## config.mk

```make
export PLATFORM = sky130hd
export DESIGN_NAME = alu_op_sequencer_flat
export DESIGN_NICKNAME = d
export VERILOG_FILES = /design/src/rtl/alu_op_sequencer_if.sv /design/src/rtl/alu_op_sequencer.sv /design/src/flat_wrapper.sv
export SDC_FILE = /design/constraint.sdc
export NUM_CORES = 1
export LEC_CHECK = 0
export ABC_AREA = 1
export CAP_MARGIN = 20
export CORE_MARGIN = 2
export CORE_UTILIZATION = 53
export CTS_CLUSTER_SIZE = 28
export DETAILED_ROUTE_END_ITERATION = 10
export PLACE_DENSITY = 0.84
export SKIP_CTS_REPAIR_TIMING = 1
export SLEW_MARGIN = 20
export SYNTH_ARGS = -nofsm -noshare
export SYNTH_HDL_FRONTEND = slang
export SYNTH_SLANG_ARGS = --single-unit
```

## constraint.sdc

```tcl
create_clock -name clk -period 8.5 [get_ports clk]
set_input_delay 0.85 -clock clk [delete_from_list [all_inputs] [get_ports clk]]
set_output_delay 0.85 -clock clk [all_outputs]
set_load 0.02 [all_outputs]
```

## src/rtl/alu_op_sequencer_if.sv

```systemverilog
// Bundles the command, ALU-side and response signals of alu_op_sequencer.
// Handshakes on cmd_* and rsp_* use valid/ready: a transfer happens on a
// rising clk edge where valid and ready are both high. valid, once raised,
// holds its payload stable until that edge. ready may change freely.
// state_dbg exposes the sequencer FSM state.
interface alu_op_sequencer_if #(
    parameter int WIDTH = 32
);
    logic             cmd_valid;
    logic             cmd_ready;
    logic [WIDTH-1:0] cmd_a;
    logic [WIDTH-1:0] cmd_b;
    logic [2:0]       cmd_op;
    logic [WIDTH-1:0] R2;
    logic [WIDTH-1:0] R3;
    logic [2:0]       opcode;
    logic [WIDTH-1:0] R0;
    logic             overflow;
    logic             zero;
    logic             carry;
    logic             rsp_valid;
    logic             rsp_ready;
    logic [WIDTH-1:0] rsp_data;
    logic [2:0]       rsp_flags;
    logic             busy;
    logic             chk_err;
    logic [1:0]       state_dbg;

    // Sequencer side.
    modport slave (
        input  cmd_valid, cmd_a, cmd_b, cmd_op, R0, overflow, zero, carry, rsp_ready,
        output cmd_ready, R2, R3, opcode, rsp_valid, rsp_data, rsp_flags, busy,
        output chk_err, state_dbg
    );

    // Environment side: command source, ALU and response sink.
    modport master (
        output cmd_valid, cmd_a, cmd_b, cmd_op, R0, overflow, zero, carry, rsp_ready,
        input  cmd_ready, R2, R3, opcode, rsp_valid, rsp_data, rsp_flags, busy,
        input  chk_err, state_dbg
    );
endinterface

```

## src/rtl/alu_op_sequencer.sv

```systemverilog
// alu_op_sequencer: queues ALU commands in a small FIFO, drives each one onto
// the registered ALU inputs (R2/R3/opcode), waits SETTLE extra cycles, then
// captures R0 and the flags as a response held until consumed.
// Optional macro ALU_SEQ_ZCHK_EN builds a sticky zero-flag consistency check.
module alu_op_sequencer #(
    parameter int WIDTH  = 32,
    parameter int SETTLE = 1,
    parameter int DEPTH  = 2
) (
    input  logic clk,
    input  logic rst_n,
    alu_op_sequencer_if.slave bus
);
    localparam int PW = (DEPTH > 1) ? $clog2(DEPTH) : 1;
    localparam int CW = PW + 1;
    localparam int EW = 2 * WIDTH + 3;

    typedef enum logic [1:0] {
        IDLE  = 2'd0,
        ISSUE = 2'd1,
        HOLD  = 2'd2,
        RESP  = 2'd3
    } state_t;

    state_t           state;
    logic [EW-1:0]    mem [DEPTH];
    logic [PW-1:0]    wr_ptr;
    logic [PW-1:0]    rd_ptr;
    logic [CW-1:0]    count;
    logic             ready_en;
    logic [3:0]       settle_cnt;
    logic             push;
    logic             pop;
    logic             capture;
    logic [WIDTH-1:0] head_a;
    logic [WIDTH-1:0] head_b;
    logic [2:0]       head_op;

    assign push    = bus.cmd_valid && bus.cmd_ready;
    assign pop     = (state == ISSUE) && (count != '0);
    assign capture = (state == HOLD) && (settle_cnt == 4'(SETTLE));
    assign {head_a, head_b, head_op} = mem[rd_ptr];

    // ready_en keeps cmd_ready low during reset and for the first edge after it.
    assign bus.cmd_ready = ready_en && (count != CW'(DEPTH));
    assign bus.busy      = (state != IDLE) || (count != '0);
    assign bus.state_dbg = state;

    // FIFO storage; contents are don't-care until written, so no reset.
    always_ff @(posedge clk) begin
        if (push) begin
            mem[wr_ptr] <= {bus.cmd_a, bus.cmd_b, bus.cmd_op};
        end
    end

    // FIFO pointers and occupancy; pointers wrap naturally as DEPTH is a power of two.
    always_ff @(posedge clk or negedge rst_n) begin
        if (!rst_n) begin
            wr_ptr   <= '0;
            rd_ptr   <= '0;
            count    <= '0;
            ready_en <= 1'b0;
        end else begin
            ready_en <= 1'b1;
            if (push) wr_ptr <= wr_ptr + 1'b1;
            if (pop)  rd_ptr <= rd_ptr + 1'b1;
            case ({push, pop})
                2'b10:   count <= count + 1'b1;
                2'b01:   count <= count - 1'b1;
                default: count <= count;
            endcase
        end
    end

    // Sequencer FSM with registered ALU inputs and response outputs.
    always_ff @(posedge clk or negedge rst_n) begin
        if (!rst_n) begin
            state         <= IDLE;
            settle_cnt    <= '0;
            bus.R2        <= '0;
            bus.R3        <= '0;
            bus.opcode    <= '0;
            bus.rsp_valid <= 1'b0;
            bus.rsp_data  <= '0;
            bus.rsp_flags <= '0;
        end else begin
            case (state)
                IDLE: begin
                    if (count != '0) state <= ISSUE;
                end
                ISSUE: begin
                    bus.R2     <= head_a;
                    bus.R3     <= head_b;
                    bus.opcode <= head_op;
                    settle_cnt <= '0;
                    state      <= HOLD;
                end
                HOLD: begin
                    if (capture) begin
                        bus.rsp_data  <= bus.R0;
                        bus.rsp_flags <= {bus.overflow, bus.zero, bus.carry};
                        bus.rsp_valid <= 1'b1;
                        state         <= RESP;
                    end else begin
                        settle_cnt <= settle_cnt + 1'b1;
                    end
                end
                RESP: begin
                    if (bus.rsp_ready) begin
                        bus.rsp_valid <= 1'b0;
                        state         <= IDLE;
                    end
                end
                default: state <= IDLE;
            endcase
        end
    end

`ifdef ALU_SEQ_ZCHK_EN
    // Sticky flag: ALU zero output disagrees with the result it reported.
    always_ff @(posedge clk or negedge rst_n) begin
        if (!rst_n) begin
            bus.chk_err <= 1'b0;
        end else if (capture && (bus.zero != (bus.R0 == '0))) begin
            bus.chk_err <= 1'b1;
        end
    end
`else
    assign bus.chk_err = 1'b0;
`endif

endmodule

```

## src/flat_wrapper.sv

```systemverilog
// flat-port wrapper written by rule: the top's interface ports become plain ports
module alu_op_sequencer_flat 
#(
    parameter int WIDTH  = 32,
    parameter int SETTLE = 1,
    parameter int DEPTH  = 2
)
  (clk, rst_n, bus_cmd_valid, bus_cmd_a, bus_cmd_b, bus_cmd_op, bus_R0, bus_overflow, bus_zero, bus_carry, bus_rsp_ready, bus_cmd_ready, bus_R2, bus_R3, bus_opcode, bus_rsp_valid, bus_rsp_data, bus_rsp_flags, bus_busy, bus_chk_err, bus_state_dbg);
  alu_op_sequencer_if #(.WIDTH(WIDTH)) bus_i ();
  input  logic clk;
  input  logic rst_n;
  input wire logic [$bits(bus_i.cmd_valid)-1:0] bus_cmd_valid;
  input wire logic [$bits(bus_i.cmd_a)-1:0] bus_cmd_a;
  input wire logic [$bits(bus_i.cmd_b)-1:0] bus_cmd_b;
  input wire logic [$bits(bus_i.cmd_op)-1:0] bus_cmd_op;
  input wire logic [$bits(bus_i.R0)-1:0] bus_R0;
  input wire logic [$bits(bus_i.overflow)-1:0] bus_overflow;
  input wire logic [$bits(bus_i.zero)-1:0] bus_zero;
  input wire logic [$bits(bus_i.carry)-1:0] bus_carry;
  input wire logic [$bits(bus_i.rsp_ready)-1:0] bus_rsp_ready;
  output wire logic [$bits(bus_i.cmd_ready)-1:0] bus_cmd_ready;
  output wire logic [$bits(bus_i.R2)-1:0] bus_R2;
  output wire logic [$bits(bus_i.R3)-1:0] bus_R3;
  output wire logic [$bits(bus_i.opcode)-1:0] bus_opcode;
  output wire logic [$bits(bus_i.rsp_valid)-1:0] bus_rsp_valid;
  output wire logic [$bits(bus_i.rsp_data)-1:0] bus_rsp_data;
  output wire logic [$bits(bus_i.rsp_flags)-1:0] bus_rsp_flags;
  output wire logic [$bits(bus_i.busy)-1:0] bus_busy;
  output wire logic [$bits(bus_i.chk_err)-1:0] bus_chk_err;
  output wire logic [$bits(bus_i.state_dbg)-1:0] bus_state_dbg;
  assign bus_i.cmd_valid = bus_cmd_valid;
  assign bus_i.cmd_a = bus_cmd_a;
  assign bus_i.cmd_b = bus_cmd_b;
  assign bus_i.cmd_op = bus_cmd_op;
  assign bus_i.R0 = bus_R0;
  assign bus_i.overflow = bus_overflow;
  assign bus_i.zero = bus_zero;
  assign bus_i.carry = bus_carry;
  assign bus_i.rsp_ready = bus_rsp_ready;
  assign bus_cmd_ready = bus_i.cmd_ready;
  assign bus_R2 = bus_i.R2;
  assign bus_R3 = bus_i.R3;
  assign bus_opcode = bus_i.opcode;
  assign bus_rsp_valid = bus_i.rsp_valid;
  assign bus_rsp_data = bus_i.rsp_data;
  assign bus_rsp_flags = bus_i.rsp_flags;
  assign bus_busy = bus_i.busy;
  assign bus_chk_err = bus_i.chk_err;
  assign bus_state_dbg = bus_i.state_dbg;
  alu_op_sequencer #(.WIDTH(WIDTH), .SETTLE(SETTLE), .DEPTH(DEPTH)) u_core (.clk(clk), .rst_n(rst_n), .bus(bus_i));
endmodule
```

# Yosys cells after proc, flatten, opt, wreduce, memory -nomap -nowiden
# Memory sizes are Yosys's and may differ from the RTL's. A register that Yosys moved wholly into a read port is not among the register bits.
# Index checks and enable logic that the tools add are counted.
# word_totals
reg_bits	47
ram_bits	134
wordCells	54
mem_count	1
# mem_list
memory	words	width	read_ports	rd_clocked_by_memory_dff	write_ports	line	source
u_core.mem	2	67	1	1	1	alu_op_sequencer.sv:26	logic [EW-1:0] mem [DEPTH];
# op_classes
addsub	5
eq_ne	11
n_mux	12
reduce_logical	16
# op_table
cell	count
$reduce_bool A2 Y1	5
$pmux W2 S4	1
$pmux W4 S2	1
$eq A2 B2 Y1 const B	3
$mux W2	3
$ne A2 B2 Y1 const B	3
$reduce_and A3 Y1	2
$add A4 B1 Y4 const B	1
$eq A2 B1 Y1 const B	2
$eq A4 B1 Y1 const B	1
$logic_and A1 B1 Y1	4
$mux W1	4
$mux W4	1
$ne A2 B1 Y1 const B	2
$pmux W2 S2	1
$reduce_and A2 Y1	2
$add A1 B1 Y1 const B	2
$add A2 B1 Y2 const B	1
$logic_not A2 Y1	1
$pmux W1 S2	1
$sub A2 B1 Y2 const B	1
$logic_not A1 Y1	1
$logic_or A1 B1 Y1	1

# Logic depth before layout (Yosys ltp)
# Gate-level depths: netlist of run 1.
# logic_depth
word_depth	5
ltp_mapped	9

# Worst setup path after synthesis of run 1
# Ideal clock, no wire load.
# synth_path
path_type	input-to-reg
startpoint	input bus_cmd_valid
endpoint	memory u_core.mem[0][0] in the netlist's numbering (enable)
setup_ns	0.493
arrival_time_ns	3.777
required_time_ns	8.007
path_slack_ns	4.231
stages	2
path_cell_list	nand2_1 > nor2_1
# synth_between
elab_chain_len	3
# synth_lines
item	line	source
from (decl)	flat_wrapper.sv:12	input wire logic [$bits(bus_i.cmd_valid)-1:0] bus_cmd_valid;
$logic_and A1 B1 Y1	alu_op_sequencer.sv:39	assign push = bus.cmd_valid && bus.cmd_ready;
$mux W1	alu_op_sequencer.sv:51	if (push) begin
$mux W1 (implied by the code)	alu_op_sequencer.sv:52	mem[wr_ptr] <= {bus.cmd_a, bus.cmd_b, bus.cmd_op};
to (decl)	alu_op_sequencer.sv:26	
# Every way passes these cells.

# Worst setup path in the final report of run 1
# layout_path
startpoint	register u_core.state[0], in the netlist u_core.bus.state_dbg[0]
endpoint	output bus_busy
# layout_between
elab_chain_len	2
# layout_lines
item	line	source
from (decl)	alu_op_sequencer.sv:25	state_t state;
from (signal assigned)	alu_op_sequencer.sv:78	state <= IDLE;
from (signal assigned)	alu_op_sequencer.sv:89	if (count != '0) state <= ISSUE;
from (signal assigned)	alu_op_sequencer.sv:96	state <= HOLD;
$reduce_bool A2 Y1	alu_op_sequencer.sv:46	assign bus.busy = (state != IDLE) || (count != '0);
$logic_or A1 B1 Y1	alu_op_sequencer.sv:46	
to (decl)	flat_wrapper.sv:28	output wire logic [$bits(bus_i.busy)-1:0] bus_busy;
# Every way passes these cells.

==> out/results.txt, run 1 <==
TritonCTS Buffers - 25
power density cells - 380 mW/mm²
Synth Register Bits - 248
core area - 0.0166 mm²
nets - 1050
later-pin clock latency in the skew report - 0.53 ns
clk sinks - 248
post-layout util - 0.732
post-DP HPWL - 12200 µm
Post-Synthesis Cells - 725
ys async rst share - 0.460
residual DRC count - 0
DP Cell Count - 1129
fin crit share - 0.336
largest cells by area after synthesis - edfxtp_1 44%, dfrtp_1 31%, o21ai_0 6.1%, nand2_1 5.0%, o21ai_1 3.5%
VDD IR max - 0.000264 V
outcome - complete, no violations
first-pass GRT wire length - 31400 µm
largest net degree at the start of global routing - 72
Vias per Instance - 5.25
Worst R2R Start - u_core.bus.state_dbg[1]
share of post-route cells with drive strength above 1 - 0.0576
count of pins over their slew limit - 0
Crit Path Class - flip-flop to primary output
R2R setup slack - 6.10 ns
Initial DRT Pass Iterations - 5
Final Hold Viols - 0
Leak - 4.88 nW
crit start category - flip-flop
CP max stage delay - 0.64 ns
Post-Syn Area - 0.00908 mm²
worst hold margin - 0.462 ns
diodes inserted - 0
Horiz. Die Dim - 135 µm
post-placement cell area - 0.0114 mm²
Max Freq - 350 MHz
Synth area leader - edfxtp_1
count leader, synth - edfxtp_1
initial antenna violation count - 0
Die Span Y - 135 µm
CP max stage cell - clkdlybuf4s50_1
Worst Path Arrival - 2.01 ns
final non-filler cell total - 1175
number of synthesized flops with an enable pin - 134
Max Cap Viol - 0
crit path time final - 2.86 ns
CTS clk-pin slew, worst paths - 0.06 ns
Initial Utilization - 0.546
vias post-DR - 6171
Critical Path RT - 7.65 ns
CP startpoint - u_core.bus.state_dbg[0]
WL final - 20200 µm
maximum net fanout on the critical path - 5
Yosys top cell area share - 0.443
CTS tree - built
Final GP Congestion - 0.749
crit path to - bus_busy
global route total overflow - 0
number of port buffers - 212
CP Cell Sequence - inv_1 -> ha_1 -> nand3_1 -> clkdlybuf4s50_1
Worst-Margin Slew - 0.942 ns
Worst Setup End Kind - primary output
# setup viols final - 0
Fill cells - 1070
R2R Path End - u_core.count[1]
row count - 47
Root Driver - clkbuf_16
Worst slew margin - 0.372
vias in the first global route - 6236
most common library cells after synthesis - 134 x edfxtp_1, 120 x nand2_1, 114 x dfrtp_1
die area - 0.0182 mm²
H-Tree Depth - 1
GRT Total Usage - 0.221
post-route cell area - 0.0122 mm²
cell depth of the worst flop-to-flop path - 9
synth warn - 0
I/O Pins - 214
RSZ-0062 raised after global routing - false
syn nets - 839
synthesized area per cell - 12.5 µm²
Routed WL per cell - 17.2 µm
P&R area growth vs syn - 34.2%
final setup TNS - 0 ns
number of library cell types mapped by synthesis - 24
clock skew - 0.0253 ns
post-route antenna net violation count - 0
Main synth FF type - edfxtp_1
starting DRC count in detailed routing - 369
Clock Tree Buf Depth - 3
min-delay worst type - primary input to asynchronous set/reset pin
sequential area share after synthesis - 0.757
## sequential cells by signal, indices dropped and copies added (netlist names)
name and flops:
u_core.bus.opcode 3, u_core.bus.rsp_valid 1, u_core.bus.state_dbg 2, u_core.bus.rsp_data 32, u_core.bus.R2 32, u_core.wr_ptr 1
u_core.mem 134, u_core.settle_cnt 4, u_core.bus.rsp_flags 3, u_core.count 2, u_core.bus.R3 32, u_core.rd_ptr 1
u_core.ready_en 1
## metal layers
metal,track usage,vias to the layer above,wire (µm),part of all wire
met5,0,-,0,0
met4,0.0673,0,459,0.023
met3,0.0447,35,1490,0.074
met2,0.393,242,10200,0.51
met1,0.274,3013,7990,0.40
li1,-,2881,-,-
## worst min path at each step
| stage | slack [ns] | endpoint | cells past startpoint | startpoint |
|---|---|---|---|---|
| global route | 0.51 | u_core.bus.rsp_data[28] | 2 | u_core.bus.rsp_data[28] |
| CTS | 0.48 | u_core.bus.R3[0] | 1 | rst_n |
| global placement | 0.46 | u_core.bus.R3[24] | 2 | u_core.bus.R3[24] |
| floorplan | 0.48 | u_core.settle_cnt[3] | 2 | u_core.settle_cnt[3] |
| detailed placement | 0.47 | u_core.bus.R2[25] | 2 | u_core.bus.R2[25] |
| finish | 0.46 | u_core.bus.opcode[1] | 1 | rst_n |
## through the flow
| step | worst slack [ns] | power [mW] |
|---|---|---|
| after global routing | 5.53 | 4.88 |
| after global placement | 5.75 | 3.49 |
| final | 5.64 | 4.62 |
| after detailed placement | 5.71 | 3.55 |
| after floorplan | 4.23 | 2.76 |
| after CTS | 5.61 | 4.66 |
## cell usage in the layout, fill, tap and decap left out, drive strengths merged
cell	n
clkdlybuf4s50	211
o21ai	174
edfxtp	134
nand2	120
dfrtp	114
nor2	71
inv	47
clkbuf	37
buf	9
ha	8
nand3	6
or2	5
clkinv	4
xor2	3
bufinv	3
nand4	2
conb	2
a21boi	1
o211ai	1
a21oi	1
xnor2	1
clkinvlp	1
## power by group
part           leakage [nW]  switching (mW)  internal, mW
logic                  1.87           0.997         0.702
registers              2.61           0.193          1.64
clock network         0.395           0.436         0.656
total                  4.88            1.63          3.00
## area by class of cell
class,instances,area (µm²),area share
clock buffers,37,691,0.0567
clock inverters,9,134,0.0110
inverters,46,173,0.0142
multi-input cells,395,1850,0.152
flip-flops and latches,248,6880,0.565
well taps,220,275,0.0226
repair buffers,220,2180,0.179
## critical path: cells and delay by family, from the launching register on
family | cells | cell delay, ns
fa+ha+maj | 1 | 0.21
buf+inv | 2 | 0.74
flops | 1 | 0.42
simple gates | 1 | 0.13
## cell families (layout without fill, tap and decap cells)
family,count (synthesis),in the layout,share of synthesized area
AOI/OAI and AO/OA,177,177,0.0985
xor gates and xnor gates,4,4,0.00386
adders and majority gates,8,8,0.0110
buffers and inverters,82,312,0.0407
DFF,248,248,0.757
other,2,2,0.000827
and+or+nand+nor,204,204,0.0877
Power figures use the tool's default switching activity.
==> run 2: changes to the inputs <==
Settings changed: CORE_UTILIZATION 53 to 50, PLACE_DENSITY 0.84 to 0.8.
Clock period 8.5 ns to 2.84 ns, I/O delays scaled along.
==> out/results.txt, run 2 (synthesized netlist as in run 1, its figures left out) <==
outcome - complete, no violations
number of port buffers - 212
H-Tree Depth - 1
Worst R2R Start - u_core.bus.state_dbg[1]
Crit Path Class - flip-flop to primary output
post-DP HPWL - 12700 µm
crit start category - flip-flop
Max Freq - 428 MHz
Clock Tree Buf Depth - 3
clock skew - 0.0245 ns
worst hold margin - 0.312 ns
cell depth of the worst flop-to-flop path - 7
Die Span Y - 139 µm
max FFs per register - 134
vias in the first global route - 6487
first-pass GRT wire length - 33000 µm
crit path time final - 2.33 ns
Vias per Instance - 5.17
Worst slew margin - 0.476
WHS Path Cells - 3
WL final - 20600 µm
worst hold start - bus_R0[26]
Root Driver - clkbuf_16
I/O Pins - 214
Fill cells - 1277
P&R area growth vs syn - 35.3%
top layer in use - met4
TritonCTS Buffers - 26
CTS clk-pin slew, worst paths - 0.06 ns
core area - 0.0179 mm²
later-pin clock latency in the skew report - 0.53 ns
Worst-Margin Slew - 0.787 ns
row count - 49
Routed WL per cell - 17.3 µm
die area - 0.0193 mm²
CTS tree - built
largest net degree at the start of global routing - 69
min-delay worst type - primary input to flip-flop
fin crit share - 0.822
maximum net fanout on the critical path - 5
DR WL met2 - 10200 µm
Horiz. Die Dim - 139 µm
Worst Path Arrival - 2.05 ns
CP max stage cell - clkdlybuf4s50_1
most frequent cells in the layout - 211 x clkdlybuf4s50_1, 134 x edfxtp_1, 120 x nand2_1
Final Hold Viols - 0
Final Total Pwr - 13.9 mW
Largest Register - u_core.mem
nets - 1055
initial antenna violation count - 0
CP max stage delay - 0.63 ns
most common cell after layout, fill and taps aside - clkdlybuf4s50_1
clk sinks - 248
post-route antenna net violation count - 0
CP Cell Sequence - inv_1 -> ha_1 -> nand3_1 -> clkdlybuf4s50_1
Final GP Congestion - 0.762
# setup viols final - 0
GRT Total Usage - 0.213
Initial DRT Pass Iterations - 5
starting DRC count in detailed routing - 342
share of post-route cells with drive strength above 1 - 0.0656
count of pins over their slew limit - 0
critical path's top delay family - buffers and inverters
R2R Path End - u_core.bus.R2[24]
Max Cap Viol - 0
R2R setup slack - 0.86 ns
RSZ-0062 raised after global routing - false
Leak - 4.93 nW
met3 WL post-DR - 1480 µm
CP bufs+invs - 2
Hold Path End - u_core.bus.rsp_data[26]
M1 wire length - 8410 µm
Initial Utilization - 0.507
vias post-DR - 6162
Worst Setup End Kind - primary output
global route total overflow - 0
residual DRC count - 0
VDD IR max - 0.000692 V
power density cells - 1130 mW/mm²
Critical Path RT - 2.56 ns
-- run 2: how the worst max path moves through the flow --
stage,cells past startpoint,startpoint,end
after detailed placement,4,bus_cmd_valid,u_core.mem[0][7]
after CTS,4,u_core.bus.state_dbg[0],bus_busy
after global placement,4,bus_cmd_valid,u_core.mem[0][4]
after floorplan,4,u_core.count[0],u_core.mem[0][0]
final,4,u_core.bus.state_dbg[0],bus_busy
after global routing,4,u_core.bus.state_dbg[0],bus_busy
-- run 2: where the power goes --
| part | switching [mW] | internal (mW) | leakage [nW] | total, mW |
|---|---|---|---|---|
| registers | 0.596 | 4.90 | 2.61 | 5.50 |
| logic | 2.96 | 2.14 | 1.90 | 5.11 |
| clock network | 1.35 | 1.96 | 0.416 | 3.31 |
-- run 2: routing by layer --
| layer | vias up | GRT usage |
|---|---|---|
| li1 | 2899 | - |
| met1 | 2985 | 0.265 |
| met2 | 239 | 0.378 |
| met3 | 39 | 0.0497 |
| met4 | 0 | 0.0601 |
| met5 | - | 0 |
-- run 2: metrics by stage --
step | setup TNS [ns] | util | setup slack [ns] | instance area, µm² | cells
2_1_floorplan | -35.73 | - | -0.267 | 9080 | 725
5_1_grt | 0 | 0.686 | 0.427 | 12300 | 1190
3_3_place_gp | 0 | 0.638 | 0.862 | 11400 | 1141
3_5_place_dp | 0 | 0.638 | 0.828 | 11400 | 1141
6_report | 0 | 0.686 | 0.506 | 12300 | 1191
4_1_cts | 0 | 0.686 | 0.475 | 12300 | 1189
-- run 2: tightest hold or removal path, delay by kind of cell --
kind,cells,cell delay [ns]
buf+inv,2,0.44
compound gates,1,0.06
-- run 2: final cells by class --
type,count,area [µm²],share of cell area
Clock buffer,37,722,0.0588
Antenna cell,1,2.50,0.000204
Clock inverter,11,124,0.0101
Timing Repair Buffer,224,2250,0.183
Inverter,46,173,0.0141
Tap cell,229,287,0.0233
Multi-Input combinational cell,395,1850,0.151
Sequential cell,248,6880,0.560
==> run 3: changes to the inputs <==
Clock period 2.84 ns to 2.3 ns, I/O delays scaled along.
==> out/results.txt, run 3 (synthesized netlist as in run 1, its figures left out) <==
Clock Tree Buf Depth - 3
Worst-Margin Slew - 0.670 ns
most frequent cells in the layout - 210 x clkdlybuf4s50_1, 134 x edfxtp_1, 119 x nand2_1
outcome - complete, no violations
max FFs per register - 134
power density cells - 1390 mW/mm²
VDD IR max - 0.00119 V
crit start category - flip-flop
Fill cells - 1266
crit path time final - 2.03 ns
final worst setup slack - 0.269 ns
fin crit share - 0.883
Horiz. Die Dim - 139 µm
clock skew - 0.0166 ns
min-delay worst type - primary input to asynchronous set/reset pin
Worst slew margin - 0.554
Routed WL per cell - 16.9 µm
Largest Register - u_core.mem
CTS tree - built
Final GP Congestion - 0.773
residual DRC count - 0
Leak - 4.95 nW
TritonCTS Buffers - 25
share of post-route cells with drive strength above 1 - 0.0688
RSZ-0062 raised after global routing - false
Final Hold Viols - 0
Max Freq - 492 MHz
global route total overflow - 0
initial antenna violation count - 0
Critical Path RT - 2.07 ns
starting DRC count in detailed routing - 458
largest net degree at the start of global routing - 72
I/O Pins - 214
number of port buffers - 212
Initial Utilization - 0.507
row count - 49
Final Total Pwr - 17.2 mW
core area - 0.0179 mm²
later-pin clock latency in the skew report - 0.52 ns
vias in the first global route - 6318
nets - 1055
Worst Setup End Kind - primary output
Worst Path Arrival - 1.80 ns
diodes inserted - 0
Multi-input gate area - 0.00186 mm²
Vias per Instance - 5.08
Max Cap Viol - 0
CTS clk-pin slew, worst paths - 0.06 ns
DP Worst Slack - 0.490 ns
first-pass GRT wire length - 32200 µm
P&R area growth vs syn - 35.8%
count of pins over their slew limit - 0
WL final - 20100 µm
H-Tree Depth - 1
Initial DRT Pass Iterations - 5
post-route antenna net violation count - 0
maximum net fanout on the critical path - 5
vias post-DR - 6038
# setup viols final - 0
FF/Latch Area - 0.00688 mm²
Root Driver - clkbuf_16
Crit Path Class - flip-flop to primary output
post-layout util - 0.689
most common cell after layout, fill and taps aside - clkdlybuf4s50_1
final setup TNS - 0 ns
GRT Total Usage - 0.207
clk sinks - 248
Die Span Y - 139 µm
post-DP HPWL - 12600 µm
die area - 0.0193 mm²
## run 3: cell count changes in the layout (fill, tap and decap cells not counted), sizes merged
cell,before,now
clkbuf,37,34
dlymetal6s2s,0,1
clkdlybuf4s50,211,210
buf,12,13
diode,1,0
bufinv,2,1
clkinv,8,10
## run 3: worst max-delay path, stage by stage, from the launching register on
cell and delay [ns]:
dfrtp_1 0.43, inv_1 0.11, a21boi_4 0.14, clkdlybuf4s50_1 0.61
## run 3: final cells by class
class,count,area share
multi-input combinational,395,0.151
inverter,46,0.0140
tap,229,0.0232
sequential,248,0.558
clock buffer,34,0.0611
timing repair buffer,225,0.185
clock inverter,12,0.00771
## run 3: final timing paths
kind	startpoint	endpoint	slack [ns]	cells after the start
min in group clk	bus_R0[24]	u_core.bus.rsp_data[24]	0.26	3
min reg2reg	u_core.bus.R3[24]	u_core.bus.R3[24]	0.49	2
max	u_core.count[0]	bus_cmd_ready	0.27	3
max reg2reg	u_core.bus.state_dbg[1]	u_core.bus.R2[28]	0.45	5
max in group asynchronous	rst_n	u_core.bus.R2[7]	1.46	3
min	rst_n	u_core.bus.rsp_data[10]	0.26	3
## run 3: metal layers
metal  GRT usage  wire [µm]  vias to the layer above
met2       0.361      10000                      224
met3      0.0473       1440                       28
met5           0          0                        -
met4      0.0500        342                        0
met1       0.267       8340                     2898
li1            -          -                     2888
## run 3: metrics by stage
step / hold slack, ns / std cells / instance area, µm²
global placement: 0.277 / 1142 / 11500
global route: 0.271 / 1189 / 12300
finish: 0.258 / 1189 / 12300
CTS: -0.276 / 1188 / 12300
detailed placement: 0.272 / 1142 / 11500
floorplan: -0.0656 / 725 / 9100
## run 3: power breakdown
group | internal [mW] | total (mW) | switching (mW)
registers | 6.05 | 6.82 | 0.772
logic | 2.68 | 6.31 | 3.63
clock network | 2.41 | 4.05 | 1.63
